`config.mk`:
```
export PLATFORM = sky130hd
export DESIGN_NAME = ascon_add_const
export DESIGN_NICKNAME = d
export VERILOG_FILES = /design/src/rtl/ascon_add_const.sv
export SDC_FILE = /design/constraint.sdc
export NUM_CORES = 1
export LEC_CHECK = 0
export CAP_MARGIN = 10
export CORE_AREA = 2 2 255 257
export CTS_CLUSTER_DIAMETER = 200
export DETAILED_ROUTE_END_ITERATION = 10
export DIE_AREA = 0 0 257 259
export HOLD_SLACK_MARGIN = 0.12
export RECOVER_POWER = 100
export SYNTH_ARGS = -nofsm -noshare
export SYNTH_HDL_FRONTEND = slang
export SYNTH_SLANG_ARGS = --single-unit
```
`constraint.sdc`:
```
create_clock -name clock_i -period 0.8 [get_ports clock_i]
set_input_delay 0.16 -clock clock_i [delete_from_list [all_inputs] [get_ports clock_i]]
set_output_delay 0.16 -clock clock_i [all_outputs]
set_load 0.02 [all_outputs]
```
`src/rtl/ascon_add_const.sv`:
```
// Ascon constant-addition layer (pC): XORs the round constant into the low byte of x2.
// Latency: 1 clock, registered output, one state per clock.
// Backpressure: none; valid_i is accepted every cycle, no ready.
//
// Ports:
//   clock_i   rising-edge clock
//   resetb_i  asynchronous active-low reset (clears add_o and valid_o)
//   valid_i   add_i/round_i carry a transfer this cycle
//   add_i     input state, word 0 = x0 .. word 4 = x4
//   round_i   round index 0..15; indices >= NB_ROUNDS add nothing
//   add_o     registered output state, held while valid_i is low
//   valid_o   add_o holds a fresh result this cycle
//   err_o     (only with ADD_CONST_RANGE_CHECK_EN) registered flag for a
//             valid transfer carrying an out-of-range round index
//
// Optional macro: ADD_CONST_RANGE_CHECK_EN adds the err_o range check.

package ascon_pack;
  typedef logic [4:0][63:0] type_state;
endpackage

module ascon_add_const
  import ascon_pack::*;
#(
  parameter int NB_ROUNDS = 12
) (
  input  logic      clock_i,
  input  logic      resetb_i,
  input  logic      valid_i,
  input  type_state add_i,
  input  logic [3:0] round_i,
  output type_state add_o,
  output logic      valid_o
`ifdef ADD_CONST_RANGE_CHECK_EN
  ,
  output logic      err_o
`endif
);

  logic      round_in_range;
  logic [7:0] round_const;
  type_state next_state;

  assign round_in_range = (int'(round_i) < NB_ROUNDS);

  // Table entry i is {~i, i} on nibbles, i.e. ((0xF - i) << 4) | i.
  // Out-of-range indices contribute nothing so the state passes through.
  always_comb begin
    round_const = 8'h00;
    if (round_in_range) begin
      round_const = {4'hF - round_i, round_i};
    end
  end

  // Only the low byte of x2 is touched; every other bit is a straight copy.
  always_comb begin
    next_state    = add_i;
    next_state[2] = add_i[2] ^ {56'h0, round_const};
  end

  always_ff @(posedge clock_i or negedge resetb_i) begin
    if (!resetb_i) begin
      add_o   <= '0;
      valid_o <= 1'b0;
    end else begin
      valid_o <= valid_i;
      if (valid_i) begin
        add_o <= next_state;
      end
    end
  end

`ifdef ADD_CONST_RANGE_CHECK_EN
  // Updates every cycle, so it drops back to 0 whenever valid_i is low.
  always_ff @(posedge clock_i or negedge resetb_i) begin
    if (!resetb_i) begin
      err_o <= 1'b0;
    end else begin
      err_o <= valid_i & ~round_in_range;
    end
  end
`endif

endmodule

```
==> run metrics <==
Required @ worst endpoint 0.64 ns; Post-Route WL 42.1 mm; Net Count, Synth 1024; die span in x 257 um; post-synth top area share 0.643; Seq pwr share 0.387; # fillers 5926; Yosys Warn Count 0; Die H 259 um; Setup Skew 0 ns; max-slew violations 0; GR Overflow Total 0; fin crit share 1.59; post-synthesis sequential area ratio 0.643; core box area 0.0639 mm2; Yosys top cell by area dfrtp_1; Post-DRT Antenna Nets 0; Initial Util 0.195; Root Driver clkbuf_16; total number of H-tree levels 2; Final GP Congestion 0.805; post-synthesis instance area 0.0125 mm2; status finished, violations left; GRT Total Usage 0.120; first drt pass iteration count 4; Worst path max stage delay 0.43 ns; via count 9146; critical-path cell with the highest stage delay dfrtp_1; failing checks setup timing; combinational power share 0.254; crit path kind flip-flop to primary output; Post-DP HPWL 31.5 mm; Least-Margin Pin Slew 0.526 ns; cells after synthesis 697; CTS tree built; share of layout cells above drive strength 1 0.603; top post-synthesis cells by area dfrtp_1 64%, mux2_2 17%, mux2_4 15%; fin cells 2440; Switching Fraction 0.260; Final nets 1885; CP endpoint kind primary output; DR iter-0 viols 235; Slew headroom 0.650; Max Fclk 787 MHz; Top-Level Pins 648; largest net degree at the start of global routing 34; worst path cell trace buf_6; worst endpoint data arrival time 1.11 ns; Clock Latency Late Sink 0.53 ns; CP bufs+invs 1; clock sinks 321; final hold vios 0; Seq cells post-synth 321; TritonCTS Buffers 39; P_int 36.9 mW; vias in the first global route 10000; net switching power 13.0 mW; fin crit period 1.27 ns; DP Cell Count 2305; Vias per Instance 3.75; hold crit path type primary input to flip-flop; Setup Viol. Count Final 748; Syn Area/Cell 17.9 um2; total power 49.9 mW; startpoint types flip-flop; initial antenna violation count 0; max-capacitance violation count 0; antenna fix cells 0; Setup WS post-layout -0.471 ns; wire per inst 17.3 um; CP top delay family flip-flops; power density cells 2090 mW/mm2; std cell rows 93; first-pass GRT wire length 62.1 mm; Port Buffers 647; Syn-to-layout area delta 91.5%; CTS Buffer Depth 3; Static Leak 11.0 nW; Clock Pin Slew Worst Setup and Hold Paths 0.06 ns; die area 0.0666 mm2; RSZ-0062 raised after global routing true; Peak supply drop 0.00136 V; Netlist cell types 11; CP Max Fanout 2; clock power share 0.358; drt drc 0
==> power by group through the flow <==
stage | Clock (mW) | Sequential (mW) | Combinational (mW)
after CTS | 18.6 | 19.0 | 11.0
final | 17.9 | 19.3 | 12.7
after global routing | 19.2 | 19.5 | 13.3
after floorplan | 0 | 21.1 | 3.05
after detailed placement | 0 | 19.2 | 11.8
after global placement | 0 | 19.1 | 11.7
==> worst reg2reg max path: stages (launching register included) <==
cell	delay, ns
dfrtp_1	0.42
buf_6	0.14
buf_4	0.11
mux2_4	0.26
==> area by class of cell <==
cell class,count,area [um2],area share
Timing Repair Buffer,856,8860,0.371
Clock buffer,62,1220,0.0512
Tap cell,855,1070,0.0448
Clock inverter,6,82.6,0.00345
Sequential cell,321,8100,0.339
Multi-Input combinational cell,340,4570,0.191
==> sequential cells by signal, summed over array words and instances (netlist names) <==
register / count
add_o: 320
valid_o: 1
==> placed cells by master, fill, tap and decap left out, drive strengths merged <==
master         instances
nor2                   6
clkdlybuf4s50        322
mux2                 314
clkinvlp               1
dfrtp                321
buf                  528
dlygate4sd3            3
nor2b                  2
bufinv                 2
a21boi                 2
xnor2                  8
clkbuf                64
dlymetal6s2s           1
clkinv                 3
a21oi                  8
==> cells in the mapped netlist <==
cell / number
buf_2: 20
xnor2_1: 8
dfrtp_1: 321
a21oi_1: 8
mux2_4: 128
nor2b_1: 2
a21boi_0: 2
nor2_1: 6
buf_4: 1
mux2_2: 186
buf_6: 15
==> final timing paths <==
path	from	end	slack (ns)	depth (start not counted)
max	add_o[66]	add_o[66]	-0.47	1
min	valid_i	add_o[226]	0.15	3
max reg2reg	add_o[5]	add_o[5]	-0.24	3
min reg2reg	add_o[218]	add_o[218]	0.53	1
max in group asynchronous	resetb_i	add_o[105]	-0.16	4
min in group asynchronous	resetb_i	add_o[271]	0.33	3
==> through the flow <==
stage	util	TNS (ns)	setup slack [ns]	instance area [um2]	hold slack (ns)
3_3_place_gp	0.336	-204.58	-0.554	21500	0.119
4_1_cts	0.344	-162.25	-0.538	22000	0.116
6_report	0.374	-172.32	-0.471	23900	0.146
3_5_place_dp	0.336	-207.14	-0.553	21500	0.121
2_1_floorplan	-	-39.01	-0.180	13200	-0.136
5_1_grt	0.374	-216.81	-0.537	23900	0.127
==> metal layers <==
metal  wire (um)  global-route usage  vias up
li1            -                   -     4176
met1       16100               0.139     4528
met2       21800               0.210      385
met3        3130              0.0383       57
met4        1060              0.0371        0
met5           0                   0        -
==> what timing repair did <==
item                                     CTS  global route
hold buffers                               2             0
gates resized for setup                 1473           499
endpoints found under the setup margin   398           450
buffers inserted                          13            90
endpoints found under the hold margin    325             0
==> cell families after synthesis <==
logic type,synth area share
DFF,0.643
muxes,0.322
buffers and inverters,0.0221
AOI/OAI and AO/OA,0.00441
xor gates and xnor gates,0.00561
and+or+nand+nor,0.00281
Power figures use the tool's default switching activity.
==> RTL change 1, RTL diff (same settings) <==
Register the inputs `add_i` and `round_i` before use, without a reset. The logic sees them one clock later. The other inputs are not delayed to match. Comments in the files are not updated.
--- a/src/rtl/ascon_add_const.sv
+++ b/src/rtl/ascon_add_const.sv
@@ -37,25 +37,33 @@
 `endif
 );
 
+  type_state add_q;
+  logic [3:0] round_q;
+
+  always_ff @(posedge clock_i) begin
+    add_q   <= add_i;
+    round_q <= round_i;
+  end
+
   logic      round_in_range;
   logic [7:0] round_const;
   type_state next_state;
 
-  assign round_in_range = (int'(round_i) < NB_ROUNDS);
+  assign round_in_range = (int'(round_q) < NB_ROUNDS);
 
   // Table entry i is {~i, i} on nibbles, i.e. ((0xF - i) << 4) | i.
   // Out-of-range indices contribute nothing so the state passes through.
   always_comb begin
     round_const = 8'h00;
     if (round_in_range) begin
-      round_const = {4'hF - round_i, round_i};
+      round_const = {4'hF - round_q, round_q};
     end
   end
 
   // Only the low byte of x2 is touched; every other bit is a straight copy.
   always_comb begin
-    next_state    = add_i;
-    next_state[2] = add_i[2] ^ {56'h0, round_const};
+    next_state    = add_q;
+    next_state[2] = add_q[2] ^ {56'h0, round_const};
   end
 
   always_ff @(posedge clock_i or negedge resetb_i) begin
Function: changed (Yosys sat finds a counterexample within 4 cycles, from zero or initial values and one cycle with resetb_i low).
==> RTL change 1 against the original RTL <==
- the flow still finishes with violations (negative setup slack)
- critical path type unchanged
- via count increased by 42%
- routed wire length increased by 38%
- setup slack got worse by 77 ps
- maximum frequency decreased by 5.7%
- largest power group unchanged
- sequential cell count increased by 324
- largest cell class is now sequential cells
- cell area increased by 47%
- synthesized area increased by 52%
- total power increased by 69%
==> RTL change 1: results (changes against the original RTL) <==
Power and ir drop
  • Sw Ratio: 24.3% (-1.7 points)
  • Max VDD drop: 1.89 mV (+39%)
  • Clk pwr: 33.4 mW (+87%)
  • Sequential power: 36.7 mW (+90%)

Detailed routing
  • Post-DR vias/cell: 4.08 (+8.8%)
  • WL met1: 22700 um (+41%)
  • DR WL/cell: 18.3 um (+6.0%)
  • Iter 0 DRT Violations: 384 (+63%)
  • Met3 WL: 3430 um (+9.6%)

Yosys
  • Commonest cells in the synthesized netlist: dfxtp_1 (324), dfrtp_1 (321), mux2_2 (186)
  • Syn nets: 1348 (+32%)
  • Seq/Total Area, Yosys: 76.5% (+12 points)
  • Synth area leaders: dfrtp_1 (42%), dfxtp_1 (34%), mux2_2 (11%), mux2_4 (10%), buf_6 (0.89%)
  • Mapped Cells: 1021 (+46%)
  • Async set-reset flop share out of synthesis: 49.8% (-50 points)

STA
  • Endpoints failing setup: 863 (+15%)
  • Setup Skew: 18.6 ps (+18.6 ps)
  • Worst Slack Setup Final: -549 ps (-77.3 ps)
  • Actual slew at the worst max-slew pin: 761 ps (+236 ps)

Placed design
  • Post-DP HPWL: 38300 um (+22%)

Global routing
  • GR Util met1: 19.2% (+5.4 points)
  • Met2 Use GR: 28.3% (+7.3 points)
  • Vias in the first global route: 14400 (+44%)
  • GRT Total Usage: 16.3% (+4.4 points)
  • First-pass GRT wire length: 84600 um (+36%)
  • Largest net degree at the start of global routing: 36 (+5.9%)

Layout
  • Share of layout cells above drive strength 1: 45.2% (-15 points)
  • Non-filler cells in the finished layout: 3178 (+30%)
  • Top flop regs: add_o: 320 flops, add_q: 320 flops, round_q: 4 flops

Setup path
  • Critical R2R Launch: add_o[265]

Run status
  • Failing checks: negative setup slack
  • Status: complete, but fails checks

CTS
  • Post-cts hold buffer count: 329 (+327)
[RTL change 1: cell count changes after synthesis]
cell     change
dfxtp_1    +324
[RTL change 1: worst paths after layout]
kind,to,slack (ps),cells past startpoint
min in group asynchronous,add_o[273],210,2
max in group asynchronous,add_o[176],-120,3
max reg2reg,add_o[265],-250,3
min reg2reg,add_o[298],450,1
max,add_o[265],-550,1
min,add_o[91],60,3
[RTL change 1: cell type report]
type / count / area (um^2)
well taps: 855 / 1070
repair buffers: 1205 / 12400
fillers: 4892 / 28700
multi-input cells: 340 / 4660
clock inverters: 28 / 409
diodes: 2 / 5.00
flip-flops and latches: 645 / 14600
clock buffers: 103 / 2040
[RTL change 1: stage by stage]
step | setup TNS, ps | power (mW) | cell area [um^2] | hold slack [ps] | setup WS [ps]
floorplan | -39040 | 41.7 | 19800 | -136 | -180
global placement | -190830 | 48.7 | 28100 | 115 | -382
detailed placement | -192670 | 48.8 | 28100 | 118 | -385
CTS | -192120 | 83.4 | 33300 | -11.7 | -606
global route | -232580 | 87.6 | 35200 | 29.4 | -607
finish | -193520 | 84.3 | 35200 | 60.3 | -549
[RTL change 1: cell families (layout without fill, tap and decap cells)]
logic type | Yosys count | in the layout | synth area share, %
compound gates | 10 | 10 | 0.290
mux | 314 | 314 | 21.2
other cells | 0 | 2 | 0
buf+inv | 36 | 1336 | 1.46
flops | 645 | 645 | 76.5
simple gates | 8 | 8 | 0.185
xor+xnor | 8 | 8 | 0.369
[RTL change 1: what timing repair did]
item | CTS | global route
endpoints found under the hold margin | 653 | 13
setup endpoints to repair | 430 | 474
buffers inserted | 27 | 107
resized for setup | 1451 | 516
gates cloned | 0 | 0
pin swaps | 0 | 13
==> RTL change 2, RTL diff (same flow settings) <==
Made on the original files. Build with the macro `ADD_CONST_RANGE_CHECK_EN` defined.
--- a/src/rtl/ascon_add_const.sv
+++ b/src/rtl/ascon_add_const.sv
@@ -14,6 +14,8 @@
 //             valid transfer carrying an out-of-range round index
 //
 // Optional macro: ADD_CONST_RANGE_CHECK_EN adds the err_o range check.
+
+`define ADD_CONST_RANGE_CHECK_EN
 
 package ascon_pack;
   typedef logic [4:0][63:0] type_state;
Check against the original RTL (old outputs only; new: err_o): equivalent (Yosys induction, for registers that start in step).
==> RTL change 2 against the original RTL <==
- count of clock-buffer cells in the layout is 1 lower
- critical path depth stayed put
- synthesized area is 3.3% lower
- sequential cell count is 1 higher
- total power is 1.1% lower
- routed wire length is 1.7% higher
- largest cell class unchanged
- largest power group unchanged
- the run still ends with negative setup slack left
- clock skew stayed put
- global-route usage hardly changed
- cell area is 0.43% lower
- sequential share of layout area is 0.43 points higher
- hold slack worse by 54 ps
- setup slack better by 14 ps
==> RTL change 2: results (changes against the original RTL) <==
Min path
  • Hold endpoint: add_o[4]

Setup path
  • Worst reg2reg endpoint: add_o[13]
  • Critical R2R Launch: add_o[13]

Yosys
  • Xor and xnor area share after synthesis: 0.580% (+0.019 points)
  • Seq/Total Area, Yosys: 66.7% (+2.4 points)
  • Syn nets: 1026 (+0.20%)
  • Commonest cells in the synthesized netlist: dfrtp_1 (322), mux2_2 (297), buf_4 (20)
  • Proportion of synthesized area in mux cells: 29.8% (-2.4 points)
  • Synth Area in Compound Gates: 0.456% (+0.015 points)
  • Netlist cell types: 12 (+1)
  • Mapped Cells: 699 (+0.29%)
  • Synth area leaders: dfrtp_1 (67%), mux2_2 (28%), mux2_4 (2.1%), buf_4 (1.2%), xnor2_1 (0.58%)

Run status
  • Status: complete, but fails checks
  • Failing checks: negative setup slack

Layout
  • Multi-input gate area in the final layout: 0.00453 mm^2 (-0.93%)
  • Clock buf/inv share: 5.25% (-0.22 points)
  • Share of layout cells above drive strength 1: 61.7% (+1.4 points)
  • Plain + repair buffers: 843 (-1.5%)
  • Final nets: 1874 (-0.58%)
  • Count of clock buffers in the final design: 61 (-1.6%)
  • Fraction of area in multi-input gates: 19.0% (-0.095 points)
  • Top flop regs: add_o: 320 flops, err_o: 1 flops, valid_o: 1 flops
  • #MultiIn Comb: 341 (+0.29%)
  • Num sequential: 322 (+0.31%)
  • Fill cells: 5995 (+1.2%)

Detailed routing
  • WL met1: 16500 um (+2.3%)
  • Post-DR vias/cell: 3.79 (+1.0%)
  • Top Metal Used: met5
  • Drt total wl: 42800 um (+1.7%)
  • Met3 WL: 3110 um (-0.77%)
  • DR WL/cell: 17.6 um (+2.0%)
  • Iter 0 DRT Violations: 231 (-1.7%)
  • Met2 Wirelength: 22000 um (+0.82%)

Placed design
  • Port bufs: 648 (+0.15%)
  • Dpl cell area: 0.0214 mm^2 (-0.12%)
  • GPL Wtd Cong: 0.819 (+1.7%)

STA
  • Actual slew at the worst max-slew pin: 689 ps (+164 ps)
  • Worst Slack Setup Final: -458 ps (+13.8 ps)
  • Endpoints failing setup: 749 (+0.13%)

Global routing
  • Initial antenna violation count: 1 (+1)
  • Largest net degree at the start of global routing: 35 (+2.9%)
  • First-pass GRT wire length: 62500 um (+0.71%)
  • Vias in the first global route: 10100 (+0.45%)

CTS
  • Post-CTS setup buffers: 18 (+5)
  • Post-cts hold buffer count: 1 (-1)

Power and ir drop
  • Static leakage: 10.8 nW (-1.5%)
  • Max VDD drop: 1.60 mV (+18%)
-- RTL change 2: per-stage QoR --
step	TNS, ps	total power, mW	worst slack [ps]	hold slack, ps
floorplan	-26170	24.2	-152	-136
global placement	-198430	30.9	-549	108
detailed placement	-199910	31.0	-568	108
CTS	-163930	48.0	-522	44.9
global route	-258940	51.3	-516	67.7
finish	-210760	49.3	-458	92.1
-- RTL change 2: report_power, final --
| part | switching [mW] | internal [mW] |
|---|---|---|
| sequential | 1.32 | 18.0 |
| clock | 6.90 | 10.4 |
| combinational | 4.88 | 7.79 |
| total | 13.1 | 36.2 |
-- RTL change 2: metal layers --
metal	vias up	GRT usage (%)
met4	2	4.13
li1	4144	-
met3	70	3.41
met2	386	20.9
met1	4602	14.1
met5	-	0
-- RTL change 2: how the worst max path moves through the flow --
stage	to	cells after the start
finish	add_o[13]	1
global route	add_o[304]	1
CTS	add_o[304]	1
detailed placement	add_o[134]	4
global placement	add_o[134]	4
floorplan	add_o[25]	4
